File: config.mk
export PLATFORM = sky130hd
export DESIGN_NAME = regfile_writeback
export DESIGN_NICKNAME = d
export VERILOG_FILES = /design/src/rtl/regfile_writeback.sv
export SDC_FILE = /design/constraint.sdc
export NUM_CORES = 1
export LEC_CHECK = 0
export ABC_AREA = 1
export CORE_AREA = 2 2 201 203
export CTS_CLUSTER_SIZE = 25
export DETAILED_ROUTE_END_ITERATION = 10
export DIE_AREA = 0 0 203 205
export PLACE_DENSITY_LB_ADDON = 0.12
export SLEW_MARGIN = 20
export SYNTH_ARGS = -nofsm -noshare
export SYNTH_HDL_FRONTEND = slang
export SYNTH_SLANG_ARGS = --single-unit
File: constraint.sdc
create_clock -name clk -period 7.2 [get_ports clk]
set_input_delay 1.44 -clock clk [delete_from_list [all_inputs] [get_ports clk]]
set_output_delay 1.44 -clock clk [all_outputs]
set_load 0.005 [all_outputs]
File: src/rtl/regfile_writeback.sv
// regfile_writeback
//   Producer side of the register-file write port. Each cycle one result is picked
//   for writing: an ALU result if present, otherwise the oldest buffered load result.
//   Load results are held in a small FIFO. A pending-write scoreboard lets the issue
//   logic detect RAW hazards on two source registers.
//
// Ports
//   clk, nReset               clock (rising edge), asynchronous active-low reset
//   flush                     synchronous: empty the load FIFO, clear the scoreboard,
//                             discard this cycle's ALU result and issue
//   issueValid, issueDst      issued instruction with a destination (marks pending)
//   aluValid, aluDst, aluData ALU result, always accepted
//   loadValid, loadReady,     load result, valid/ready handshake into the FIFO
//   loadDst, loadData
//   srcA, srcB                registers queried for hazards
//   hazardA, hazardB          combinational pending flags (0 for x0)
//   we, dst, inData           registered write port to the register file
//   loadCount                 FIFO occupancy
module regfile_writeback #(
    parameter int WordSize  = 32,
    parameter int LoadDepth = 4
) (
    input  logic                         clk,
    input  logic                         nReset,
    input  logic                         flush,
    input  logic                         issueValid,
    input  logic [4:0]                   issueDst,
    input  logic                         aluValid,
    input  logic [4:0]                   aluDst,
    input  logic [WordSize-1:0]          aluData,
    input  logic                         loadValid,
    output logic                         loadReady,
    input  logic [4:0]                   loadDst,
    input  logic [WordSize-1:0]          loadData,
    input  logic [4:0]                   srcA,
    input  logic [4:0]                   srcB,
    output logic                         hazardA,
    output logic                         hazardB,
    output logic                         we,
    output logic [4:0]                   dst,
    output logic [WordSize-1:0]          inData,
    output logic [$clog2(LoadDepth):0]   loadCount
);

    localparam int PW = $clog2(LoadDepth);
    localparam int CW = PW + 1;

    logic [4:0]          dstq  [LoadDepth];
    logic [WordSize-1:0] dataq [LoadDepth];
    logic [PW-1:0]       wrPtr;
    logic [PW-1:0]       rdPtr;
    logic [CW-1:0]       count;
    logic [31:1]         pending;
    logic [31:0]         pendVec;
    logic [31:0]         pendNext;

    logic                accept;
    logic                pop;
    logic                fifoNonEmpty;
    logic                selValid_p0;
    logic [4:0]          selDst_p0;
    logic [WordSize-1:0] selData_p0;
    logic                selWrite_p0;

    // Readiness depends only on occupancy; a same-edge pop does not free a slot early.
    assign loadReady    = (count < CW'(LoadDepth));
    assign loadCount    = count;
    assign fifoNonEmpty = (count != '0);
    assign accept       = loadValid && loadReady && !flush;
    // An ALU result (even to x0) blocks the drain; the FIFO only drains when idle.
    assign pop          = !flush && !aluValid && fifoNonEmpty;

    always_comb begin
        selValid_p0 = 1'b0;
        selDst_p0   = '0;
        selData_p0  = '0;
        if (!flush) begin
            if (aluValid) begin
                selValid_p0 = 1'b1;
                selDst_p0   = aluDst;
                selData_p0  = aluData;
            end else if (fifoNonEmpty) begin
                selValid_p0 = 1'b1;
                selDst_p0   = dstq[rdPtr];
                selData_p0  = dataq[rdPtr];
            end
        end
    end

    // x0 writes are selected (and popped) but never reach the register file.
    assign selWrite_p0 = selValid_p0 && (selDst_p0 != 5'd0);

    // Bit 0 is tied low so x0 queries and updates need no special indexing.
    assign pendVec = {pending, 1'b0};
    assign hazardA = pendVec[srcA];
    assign hazardB = pendVec[srcB];

    // Clear first, then set: a same-edge issue to the written register wins.
    always_comb begin
        pendNext = pendVec;
        if (flush) begin
            pendNext = '0;
        end else begin
            if (selWrite_p0)
                pendNext[selDst_p0] = 1'b0;
            if (issueValid && (issueDst != 5'd0))
                pendNext[issueDst] = 1'b1;
        end
        pendNext[0] = 1'b0;
    end

    // FIFO storage: data only, no reset needed.
    always_ff @(posedge clk) begin
        if (accept) begin
            dstq[wrPtr]  <= loadDst;
            dataq[wrPtr] <= loadData;
        end
    end

    // Stage p0 -> p1: register the selected write and update queue/scoreboard state.
    always_ff @(posedge clk or negedge nReset) begin
        if (!nReset) begin
            wrPtr   <= '0;
            rdPtr   <= '0;
            count   <= '0;
            pending <= '0;
            we      <= 1'b0;
            dst     <= '0;
            inData  <= '0;
        end else begin
            pending <= pendNext[31:1];
            we      <= selWrite_p0;
            if (selValid_p0) begin
                dst    <= selDst_p0;
                inData <= selData_p0;
            end
            if (flush) begin
                wrPtr <= '0;
                rdPtr <= '0;
                count <= '0;
            end else begin
                if (accept)
                    wrPtr <= wrPtr + 1'b1;
                if (pop)
                    rdPtr <= rdPtr + 1'b1;
                case ({accept, pop})
                    2'b10:   count <= count + 1'b1;
                    2'b01:   count <= count - 1'b1;
                    default: count <= count;
                endcase
            end
        end
    end

endmodule

==> results.yml, run 1 <==
status:
  status: "finished, final reports clean"
global_route:
  grt_pass1_wl_mm: 45.4
  grt_max_degree: 77
  first_global_vias: 7350
  antenna_found_initial: 4
  overflow: 0
  grt_usage_pct: 14.2
setup_path:
  r2r_slack_ps: 3790
  r2r-start: "rdPtr[0]"
  rr_endpoint: "pending[26]"
  cp.arrival_ps: 3800
  critical_path_class: "in2out"
  worstSetupStartpointType: "primary input"
  r2r_cells: 13
  critPathMaxFanout: 16
  critPathRequiredTime_ps: 5760
  crit_path_end_kind: "primary output"
sta:
  slew_violations: 0
  setup_violations: 0
  min_period_ps: 5240
  fmax_mhz: 191
  finalSetupTns_ps: 0
  timing_hold_violations_final: 0
  rsz0062_at_grt: "false"
  worst-slew-pin-transition_ps: 1020
  final.setup.worst_slack_ps: 1960
  period_share_pct: 72.8
  slew-limit-headroom_pct: 31.8
  skew_ps: 21.2
cts:
  clk_latency_ps: 560
  cts_tree: "done"
  htreeDepth: 1
  clk_path_buf_depth: 3
  clk_pin_slew_ps: 60
  clock-sinks: 224
  cts_buffers: 28
  cts_hold_buf: 0
  cts.repair.resized: 0
  post-cts-setup-buffers: 0
  root_buffer: "clkbuf_16"
route:
  detail-route-antenna-nets: 0
  wirelength_mm: 30.0
  drt-vias-per-instance: 4.58
  drt_pre_antenna_iters: 4
  vias: 7301
  first_iter_violations: 404
  wl_per_cell_um: 18.8
  route.detailed.drc: 0
synthesis:
  syn_area_per_cell_um2: 10.7
  muxShareOfSynthArea_pct: 0
  yosys-top-cells-count: "nand2_1, edfxtp_1, o21ai_0"
  synth_fp_nets: 1014
  yosysMostFrequentCell: "nand2_1"
  synth_top_family_by_area: "compound AO/OA/AOI/OAI gates"
  yosys-top-cells-area: "edfxtp_1, dfrtp_1, nand2_1, o21ai_0, nor2_1"
  synthAdderAreaFrac_pct: 0.718
  synthCells: 914
  synth_flop_cell: "edfxtp_1"
  yosys.area_share.simple_pct: 14.7
  async_flop_share_pct: 33.9
  syn-cell-area_um2: 9760
  synth_enable_flop_cells: 148
  synthXorXnorAreaFrac_pct: 0.179
  yosysUniqueCellTypes: 34
  yosysTopAreaCell: "edfxtp_1"
  yosysWarningCount: 0
  synth-seq-cells: 224
  ys_seq_area_share_pct: 65.0
  yosysTopAreaCellShare_pct: 45.5
  synth-compound-area-share_pct: 15.5
die:
  die_w_um: 203
  die_h_um: 205
  initial_core_util_pct: 24.8
  pin_count: 139
  rows: 73
  core_area_um2: 39400
  dieArea_um2: 41600
power:
  p_leak_nw: 4.50
  peakVddDrop_mv: 0.166
  power_per_cell_area_nw_per_um2: 302
layout:
  layout-drive-gt1-share_pct: 8.34
  areaGrowthSynthToFinish_pct: 28.5
  fill_cells: 4035
  nets: 1145
run:
  drv_cap: 0
placement:
  routabilityCongestion: 0.807
  io_buffers: 138
  hpwl_mm: 18.3
  dp_slack_ps: 2010
worst_hold_path:
  min_to: "inData[1]"
  worstHoldPathCells: 2
  hold_class: "reg2reg"
  min_from: "inData[1]"
[critical path, cell delays in order]
cell and delay, ps:
clkdlybuf4s50_1 770, inv_1 350, o21ai_0 240, o22ai_1 80
o21ai_0 230, nand3_1 100, o21a_1 120, clkdlybuf4s50_1 470
[power by group]
| group | switching, mW | internal [mW] | total (mW) |
|---|---|---|---|
| clock | 0.553 | 0.743 | 1.30 |
| sequential | 0.0707 | 1.52 | 1.60 |
| combinational | 0.534 | 0.366 | 0.900 |
[state kept, by name (all words and copies together) (netlist names)]
name       flops
pending       31
rdPtr          2
dst            5
dataq        128
dstq          20
inData        32
wrPtr          2
we             1
loadCount      3
[cell type report]
type	instances	area, um^2	share of cell area (%)
antenna	2	5.00	0.0399
sequential	224	6350	50.6
clock buffer	40	766	6.11
tap	525	657	5.24
inverter	37	139	1.11
clock inverter	12	93.8	0.748
timing repair buffer	150	1460	11.6
multi-input combinational	604	3070	24.5
[layout by cell type (no fill, tap or decap), types with 24 or more instances in the layout]
| master | Yosys | final |
|---|---|---|
| inv_1 | 32 | 32 |
| nand2_1 | 158 | 158 |
| edfxtp_1 | 148 | 148 |
| a22oi_1 | 32 | 32 |
| clkbuf_16 | 0 | 28 |
| nor2_1 | 109 | 105 |
| clkdlybuf4s50_1 | 0 | 135 |
| a21oi_1 | 42 | 42 |
| o22ai_1 | 37 | 37 |
| nand3_1 | 41 | 41 |
| o21ai_1 | 24 | 24 |
| dfrtp_1 | 76 | 75 |
| o21ai_0 | 114 | 113 |
[through the flow]
stage / hold slack [ps] / std cells / utilization (%) / instance area, um^2 / total power, mW
4_1_cts: 491 / 1592 / 31.8 / 12500 / 3.87
6_report: 485 / 1594 / 31.9 / 12500 / 3.79
5_1_grt: 518 / 1592 / 31.8 / 12500 / 4.01
3_5_place_dp: 476 / 1540 / 29.7 / 11700 / 2.55
2_1_floorplan: 473 / 914 / - / 9760 / 2.09
3_3_place_gp: 471 / 1540 / 29.7 / 11700 / 2.54
[worst max-delay path by stage]
| stage | to | slack, ps | startpoint |
|---|---|---|---|
| after floorplan | dataq[0][0] | 3160 | flush |
| after global placement | hazardB | 2030 | srcB[0] |
| after detailed placement | hazardB | 2010 | srcB[0] |
| after CTS | hazardB | 2000 | srcB[0] |
| after global routing | hazardB | 1740 | srcB[0] |
| final | hazardB | 1960 | srcB[0] |
[cells by family (layout without fill, tap and decap cells)]
group | Yosys count | count (layout)
xor gates and xnor gates | 2 | 2
other | 0 | 2
adders and majority gates | 5 | 5
DFF | 224 | 224
buffers and inverters | 86 | 239
and+or+nand+nor | 333 | 333
AOI/OAI and AO/OA | 264 | 264
[layer usage]
layer / GRT usage [%] / share of wire (%)
met2: 23.5 / 46
met1: 19.3 / 47
met4: 3.00 / 1.7
met3: 2.90 / 5.1
met5: 0 / 0.097
No activity file was read; power rests on OpenSTA's default activity.
==> run 2: changes to the inputs <==
==> constraint.sdc (replaced) <==
create_clock -name clk -period 5.5 [get_ports clk]
set_input_delay 1.1 -clock clk [delete_from_list [all_inputs] [get_ports clk]]
set_output_delay 1.1 -clock clk [all_outputs]
set_load 0.005 [all_outputs]
==> run 2 against run 1 <==
  * Sequential cell count stayed put
  * Utilization hardly changed
  * Combinational power grew 31%
  * Largest power group unchanged
==> results.yml, run 2 (synthesis gave the netlist of run 1 again) <==
power:
  peakVddDrop_mv: 0.234
  power.switching_mw: 1.48
  combPwrFrac_pct: 23.6
  p_clk_share_pct: 34.5
  power_per_cell_area_nw_per_um2: 397
  p_seq_share_pct: 41.9
  switching_share_pct: 29.7
  p_leak_nw: 4.52
  p_int_mw: 3.50
placement:
  dp.cells: 1541
  io_buffers: 138
  hpwl_mm: 19.0
  placed_cell_area_um2: 11700
  routabilityCongestion: 0.794
layout:
  layout-drive-gt1-share_pct: 8.18
  final_core_util_pct: 31.9
  top_register: "dataq"
  antenna_cells: 0
  fin_area_um2: 12500
  instances_no_fill: 1589
  areaGrowthSynthToFinish_pct: 28.5
  largest_register_ffs: 128
  reg_top3: "dataq x128, inData x32, pending x31"
  final_common_cell: "nand2_1"
  nets: 1144
  most-common-layout-cells: "nand2_1, edfxtp_1, clkdlybuf4s50_1"
cts:
  clk_path_buf_depth: 3
  cts_tree: "done"
  htreeDepth: 1
  post-cts-setup-buffers: 0
  clk_latency_ps: 550
  cts_hold_buf: 0
  cts_buffers: 26
  clk_pin_slew_ps: 60
  root_buffer: "clkbuf_16"
  clock-sinks: 224
  cts.repair.resized: 0
sta:
  setup_violations: 0
  min_period_ps: 4550
  period_share_pct: 82.7
  worst-slew-pin-transition_ps: 987
  fmax_mhz: 220
  timing_hold_violations_final: 0
  slew-limit-headroom_pct: 34.2
  slew_violations: 0
  skew_ps: 22.5
  finalSetupTns_ps: 0
  rsz0062_at_grt: "false"
global_route:
  grtUsageMet1_pct: 18.9
  grt_pass1_wl_mm: 45.4
  grt_max_degree: 76
  grt_usage_pct: 14.3
  use_met2_pct: 24.2
  met3_usage_pct: 2.85
  grt_busiest_layer: "met2"
  overflow: 0
  first_global_vias: 7203
  antenna_found_initial: 2
die:
  pin_count: 139
  dieArea_um2: 41600
  die_h_um: 205
  die_w_um: 203
  initial_core_util_pct: 24.8
  rows: 73
  core_area_um2: 39400
setup_path:
  path_delay_family: "buffers and inverters"
  rr_endpoint: "pending[12]"
  critical_path_class: "in2out"
  critPathRequiredTime_ps: 4400
  critPathMaxStageDelay_ps: 760
  path_cells: "clkdlybuf4s50_1 > inv_1 > o21ai_0 > o22ai_1 > o21ai_0 > nand3_1 > o21a_1 > clkdlybuf4s50_1"
  crit_path_end_kind: "primary output"
  r2r_slack_ps: 2740
  crit_slowest_cell: "clkdlybuf4s50_1"
  cp.arrival_ps: 3450
  critPathBufInv: 3
  critPathMaxFanout: 16
  worstSetupStartpointType: "primary input"
  r2r-start: "loadCount[0]"
  r2r_cells: 10
route:
  detail-route-antenna-nets: 0
  wirelength_mm: 29.7
  route.detailed.drc: 0
  drt_pre_antenna_iters: 5
  wl_per_cell_um: 18.7
  first_iter_violations: 340
  vias: 7236
  drt-vias-per-instance: 4.55
status:
  status: "finished, final reports clean"
run:
  drv_cap: 0
worst_hold_path:
  worstHoldPathCells: 2
  min_from: "dst[3]"
  hold_class: "reg2reg"
  min_to: "dst[3]"
## run 2: cell types whose count changed in the layout (fill, tap and decap cells not counted), moves of 2 or more
cell,before,now
bufinv_16,0,2
clkbuf_16,28,26
clkbuf_8,2,4
clkinv_2,6,4
clkinvlp_4,4,0
diode_2,2,0
## run 2: final cells by class
class	instances	area [um^2]
Inverter	37	139
Timing Repair Buffer	151	1470
Sequential cell	224	6350
Clock buffer	39	739
Clock inverter	9	123
Fill cell	4038	26800
Multi-Input combinational cell	604	3070
Tap cell	525	657
## run 2: power by group through the flow
stage / Combinational [mW] / Sequential (mW) / Clock, mW
finish: 1.18 / 2.09 / 1.72
detailed placement: 1.22 / 2.12 / 0
floorplan: 0.619 / 2.12 / 0
CTS: 1.22 / 2.09 / 1.78
global route: 1.32 / 2.11 / 1.84
global placement: 1.22 / 2.12 / 0
## run 2: how the worst max path moves through the flow
stage / from / endpoint / slack (ps) / cells after the start
after floorplan: flush / dataq[0][0] / 1800 / 4
after global placement: srcB[0] / hazardB / 1020 / 10
after detailed placement: srcB[0] / hazardB / 1000 / 8
after CTS: srcB[0] / hazardB / 980 / 8
after global routing: srcB[0] / hazardB / 750 / 8
final: srcB[0] / hazardB / 950 / 8
## run 2: stage by stage
stage	power [mW]	hold WS, ps	setup WS (ps)
2_1_floorplan	2.74	473	1800
3_3_place_gp	3.34	473	1020
3_5_place_dp	3.33	477	997
4_1_cts	5.09	491	984
5_1_grt	5.27	510	746
6_report	4.98	484	954
## run 2: routing by layer
metal / share of wire [%] / vias to the layer above
li1: - / 3507
met1: 45 / 3521
met2: 48 / 165
met3: 4.9 / 39
met4: 2.0 / 4
met5: 0.098 / -
## run 2: tightest hold or removal path: stages, from the launching register on
cell and delay (ps):
dfrtp_1 340, nand2_1 60, nand2_1 50
==> run 3: changes to the inputs <==
==> constraint.sdc (replaced) <==
create_clock -name clk -period 4.5 [get_ports clk]
set_input_delay 0.9 -clock clk [delete_from_list [all_inputs] [get_ports clk]]
set_output_delay 0.9 -clock clk [all_outputs]
set_load 0.005 [all_outputs]
==> run 3 against run 2 <==
  * Wire length hardly changed
  * Critical endpoint unchanged
  * Sequential power is 23% higher
  * Utilization is 0.60 points higher
  * Sequential share of layout area is 0.94 points lower
  * Count of clock-buffer cells in the layout is 6 lower
  * First-iteration DRC count is 12% higher
  * Critical path depth stayed put
  * Register-to-register slack worse by 1100 ps
  * Largest cell class unchanged
  * Global-route usage hardly changed
  * Final area is 1.9% higher
  * Final cell count is 0.63% higher
  * Setup slack worse by 240 ps
==> results.yml, run 3 (synthesis gave the netlist of run 1 again) <==
layout:
  layout-drive-gt1-share_pct: 9.59
  top_register: "dataq"
  largest_register_ffs: 128
  reg_top3: "dataq x128, inData x32, pending x31"
  most-common-layout-cells: "nand2_1, edfxtp_1, clkdlybuf4s50_1"
  final_common_cell: "nand2_1"
  instances_no_fill: 1599
  areaGrowthSynthToFinish_pct: 30.9
  fill_cells: 3978
  antenna_cells: 0
  nets: 1152
die:
  dieArea_um2: 41600
  die_w_um: 203
  core_area_um2: 39400
  initial_core_util_pct: 24.8
  rows: 73
  die_h_um: 205
  pin_count: 139
power:
  peakVddDrop_mv: 0.250
  power_per_cell_area_nw_per_um2: 511
  p_total_mw: 6.53
  p_leak_nw: 4.64
cts:
  cts_buffers: 28
  htreeDepth: 1
  post-cts-setup-buffers: 0
  clock-sinks: 224
  cts_hold_buf: 0
  cts.repair.resized: 0
  clk_path_buf_depth: 3
  clk_latency_ps: 530
  root_buffer: "clkbuf_16"
  clk_pin_slew_ps: 60
  cts_tree: "done"
route:
  drt_pre_antenna_iters: 4
  first_iter_violations: 380
  wl_per_cell_um: 18.6
  detail-route-antenna-nets: 0
  drt-vias-per-instance: 4.54
  wirelength_mm: 29.7
  route.detailed.drc: 0
  vias: 7261
setup_path:
  r2r_cells: 11
  worstSetupStartpointType: "primary input"
  path_delay_family: "buffers and inverters"
  crit_slowest_cell: "clkdlybuf4s50_1"
  critPathBufInv: 3
  path_cells: "clkdlybuf4s50_1 > inv_1 > o21ai_0 > o221ai_1 > nand3_1 > nand2_1 > o21a_1 > clkdlybuf4s50_1"
  r2r_slack_ps: 1690
  cp_common_cell: "clkdlybuf4s50_1"
  critPathMaxFanout: 9
  critPathRequiredTime_ps: 3600
  crit_path_end_kind: "primary output"
  critical_path_class: "in2out"
  r2r-start: "rdPtr[1]"
  critPathMaxStageDelay_ps: 550
  rr_endpoint: "pending[25]"
  cp.arrival_ps: 2890
global_route:
  grt_usage_pct: 14.2
  antenna_found_initial: 3
  first_global_vias: 7326
  overflow: 0
  grt_pass1_wl_mm: 45.5
  grt_max_degree: 66
sta:
  worst-slew-pin-transition_ps: 974
  period_share_pct: 84.1
  final.setup.worst_slack_ps: 714
  min_period_ps: 3790
  finalSetupTns_ps: 0
  fmax_mhz: 264
  slew-limit-headroom_pct: 35.1
  slew_violations: 0
  skew_ps: 16.5
  timing_hold_violations_final: 0
  rsz0062_at_grt: "false"
  setup_violations: 0
placement:
  hpwl_mm: 19.2
  dp.cells: 1547
  io_buffers: 138
  routabilityCongestion: 0.798
  dp_slack_ps: 724
status:
  status: "finished, final reports clean"
run:
  drv_cap: 0
worst_hold_path:
  hold_class: "in2async"
==> run 3: through the flow <==
step | utilization (%) | hold WS [ps] | cell area (um^2)
floorplan | - | 473 | 9760
global placement | 29.8 | 477 | 11700
detailed placement | 29.8 | 479 | 11700
CTS | 32.5 | 475 | 12800
global route | 32.5 | 513 | 12800
finish | 32.5 | 464 | 12800
==> run 3: final cells by class <==
cell class | count | area [um^2] | area share (%)
flip-flops and latches | 224 | 6350 | 49.7
inverters | 37 | 139 | 1.09
multi-input cells | 604 | 3070 | 24.1
clock inverters | 19 | 303 | 2.37
repair buffers | 157 | 1510 | 11.8
clock buffers | 33 | 751 | 5.87
well taps | 525 | 657 | 5.14
==> run 3: how the worst max path moves through the flow <==
stage | depth (start not counted) | startpoint | slack [ps] | endpoint
final | 8 | srcB[1] | 710 | hazardB
after global routing | 10 | srcA[0] | 550 | hazardA
after CTS | 8 | srcA[1] | 720 | hazardA
after detailed placement | 8 | srcA[1] | 720 | hazardA
after global placement | 10 | srcB[0] | 700 | hazardB
after floorplan | 4 | flush | 1000 | dataq[0][0]
==> run 3: layer usage <==
metal | global-route usage (%) | vias up | wire (um)
met5 | 0 | - | 41
met4 | 3.36 | 6 | 557
met3 | 2.96 | 44 | 1550
met2 | 22.9 | 167 | 13600
met1 | 19.7 | 3522 | 13900
li1 | - | 3522 | -
==> run 3: where the power goes <==
| group | internal [mW] | total [mW] | switching [mW] |
|---|---|---|---|
| logic | 0.595 | 1.42 | 0.822 |
| clock network | 1.65 | 2.53 | 0.883 |
| registers | 2.44 | 2.58 | 0.145 |
==> RTL edit (config.mk and constraints of run 2) <==
The parameter `WordSize` goes from 32 to 16.
--- a/src/rtl/regfile_writeback.sv
+++ b/src/rtl/regfile_writeback.sv
@@ -18,5 +18,5 @@
 //   loadCount                 FIFO occupancy
 module regfile_writeback #(
-    parameter int WordSize  = 32,
+    parameter int WordSize  = 16,
     parameter int LoadDepth = 4
 ) (
Ports: changed (resized aluData, inData and loadData); port bits go from 139 to 91. No check against the original RTL was run, so the function may have changed too.
==> RTL edit against run 2 <==
Via count fell by 27%; fmax decreased by 1.0%; register-to-register slack lost 0.15 ns; first-iteration DRC count down 21%; worst hold slack gained 0.0059 ns; sequential cell count is 80 lower; power down 31%; setup slack lost 0.046 ns; final area decreased by 29%; synthesized area down 31%; non-clock buffer count is 52 lower; routed wire length shrank 23%; largest power group unchanged.
==> RTL edit: results (changes against run 2) <==
Clock Skew: 0.0161 ns (-0.00646 ns)
Grt met2 use: 18.0% (-6.2 points)
First-pass GRT wire length: 34.2 mm (-25%)
Yosys warns: 0 (unchanged)
Cell variety after synth: 34 (unchanged)
Peak supply drop: 0.191 mV (-18%)
Number of buffers created by CTS: 17 (-35%)
Largest registers: dataq: 64 flops, pending: 31 flops, dstq: 20 flops
M1 GR Usage: 14.8% (-4.1 points)
DP Wirelength: 15.2 mm (-20%)
Clock Tree Buf Depth: 2 (-1)
Largest net degree at the start of global routing: 52 (-32%)
Top post-synthesis cells by count: nand2_1 (141), edfxtp_1 (84), o21ai_0 (79)
Post-synth top area share: 37.2% (-8.3 points)
Hold Crit Class: flip-flop to flip-flop
Ys flop type: edfxtp_1
Gr usage total: 11.1% (-3.1 points)
Htree depth: 4 (+3)
Pleak: 3.22 nW (-29%)
CTS root buffer: clkbuf_16
Synth async-reset ratio: 41.7% (+7.7 points)
Post-CTS setup buffers: 0 (unchanged)
Clk slew on worst S/H paths: 0.06 ns (about the same)
Seq/Total Area, Yosys: 59.4% (-5.6 points)
Slew @ Worst Pin: 0.845 ns (-0.142 ns)
DR vias: 5,298 (-27%)
R2r worst-path depth: 10 (unchanged)
Peak fanout along the critical path: 17 (+1)
Vias per cell: 4.00 (-12%)
Routed len/inst: 17.2 um (-8.1%)
Run status: completed
DR iter-0 viols: 269 (-21%)
Syn Nets: 768 (-24%)
Routability cong.: 0.755 (-4.9%)
Filler Cells Inserted: 4,226 (+4.7%)
Post-CTS resize count: 0 (unchanged)
Clk_lat worst skew: 0.43 ns (-0.12 ns)
Top area cells in the synthesized netlist: edfxtp_1 (37%), dfrtp_1 (22%), nand2_1 (7.8%)
Final nets: 854 (-25%)
Layout cells sized above 1: 9.89% (+1.7 points)
Syn Area/Cell: 9.68 sq um (-9.4%)
Hold Crit Depth: 2 (unchanged)
GR Util met3: 2.61% (-0.24 points)
Pre-Repair DR Iteration Count: 4 (-1)
Vias in the first global route: 5,404 (-25%)
Post-synth EDFFs: 84 (-43%)
IO Port Bufs: 90 (-35%)
Setup_tns: 0 ns (unchanged)
Critical Path AT: 3.49 ns (+0.04 ns)
Initial antenna violation count: 1 (-1)
Placed Cells: 1,292 (-16%)
RTL edit: cell types whose count changed in the layout (fill, tap and decap cells not counted), sizes merged, moves of 13 or more:
cell	run 2	this run
o22ai	37	19
dfrtp	76	60
o21ai	140	88
inv	36	49
edfxtp	148	84
clkbuf	39	18
nand3	44	58
a22oi	32	16
nor2	114	84
clkdlybuf4s50	135	88
nand2	170	144
RTL edit: through the flow:
stage | hold slack (ns) | setup WS (ns) | area (sq um) | power, mW
3_3_place_gp | 0.478 | 0.856 | 8260 | 2.25
5_1_grt | 0.520 | 0.644 | 8870 | 3.61
6_report | 0.490 | 0.909 | 8880 | 3.42
2_1_floorplan | 0.473 | 2.31 | 6770 | 1.81
3_5_place_dp | 0.480 | 0.931 | 8260 | 2.24
4_1_cts | 0.499 | 0.925 | 8870 | 3.49
RTL edit: kinds of logic (layout without fill, tap and decap cells):
| group | after synthesis | after routing | share of synthesized area [%] |
|---|---|---|---|
| AO/OA/AOI/OAI | 180 | 180 | 16.1 |
| XOR/XNOR | 2 | 2 | 0.259 |
| adder cells (fa/ha/maj) | 5 | 5 | 1.03 |
| buffers and inverters | 77 | 176 | 4.90 |
| flip-flops | 144 | 144 | 59.4 |
| other | 0 | 2 | 0 |
| AND/OR/NAND/NOR | 292 | 292 | 18.3 |
RTL edit: worst max-delay path: stages:
cell and delay [ns]:
clkdlybuf4s50_1 0.77, inv_1 0.35, a21oi_1 0.21, o21ai_0 0.09
nand3_1 0.10, o211ai_1 0.10, nand2_1 0.08, inv_1 0.04
o21ai_0 0.13, clkdlybuf4s50_1 0.52
RTL edit: final timing paths:
path                       startpoint           to  slack [ns]
max                           srcA[0]      hazardA        0.91
min                        inData[12]   inData[12]        0.49
max reg2reg                  rdPtr[0]  pending[11]        2.59
min reg2reg                inData[12]   inData[12]        0.49
max in group asynchronous      nReset    inData[6]        3.86
min in group asynchronous      nReset     wrPtr[0]        0.57
RTL edit: report_power, final:
part           total, mW  internal, mW  switching [mW]
sequential          1.34          1.27          0.0691
clock               1.22         0.722           0.501
combinational      0.857         0.333           0.523
RTL edit: area by class of cell:
class / instances / area, sq um / area share, %
Sequential cell: 144 / 4020 / 45.3
Multi-Input combinational cell: 479 / 2450 / 27.6
Inverter: 45 / 174 / 1.96
Clock buffer: 18 / 429 / 4.84
Tap cell: 525 / 657 / 7.40
Antenna cell: 2 / 5.00 / 0.0564
Timing Repair Buffer: 99 / 958 / 10.8
Clock inverter: 14 / 181 / 2.04
RTL edit: per-layer routing:
metal	vias to the layer above	part of all wire [%]
met1	2559	47
met4	0	1.4
met3	17	4.3
met2	112	47
met5	-	0
li1	2610	-
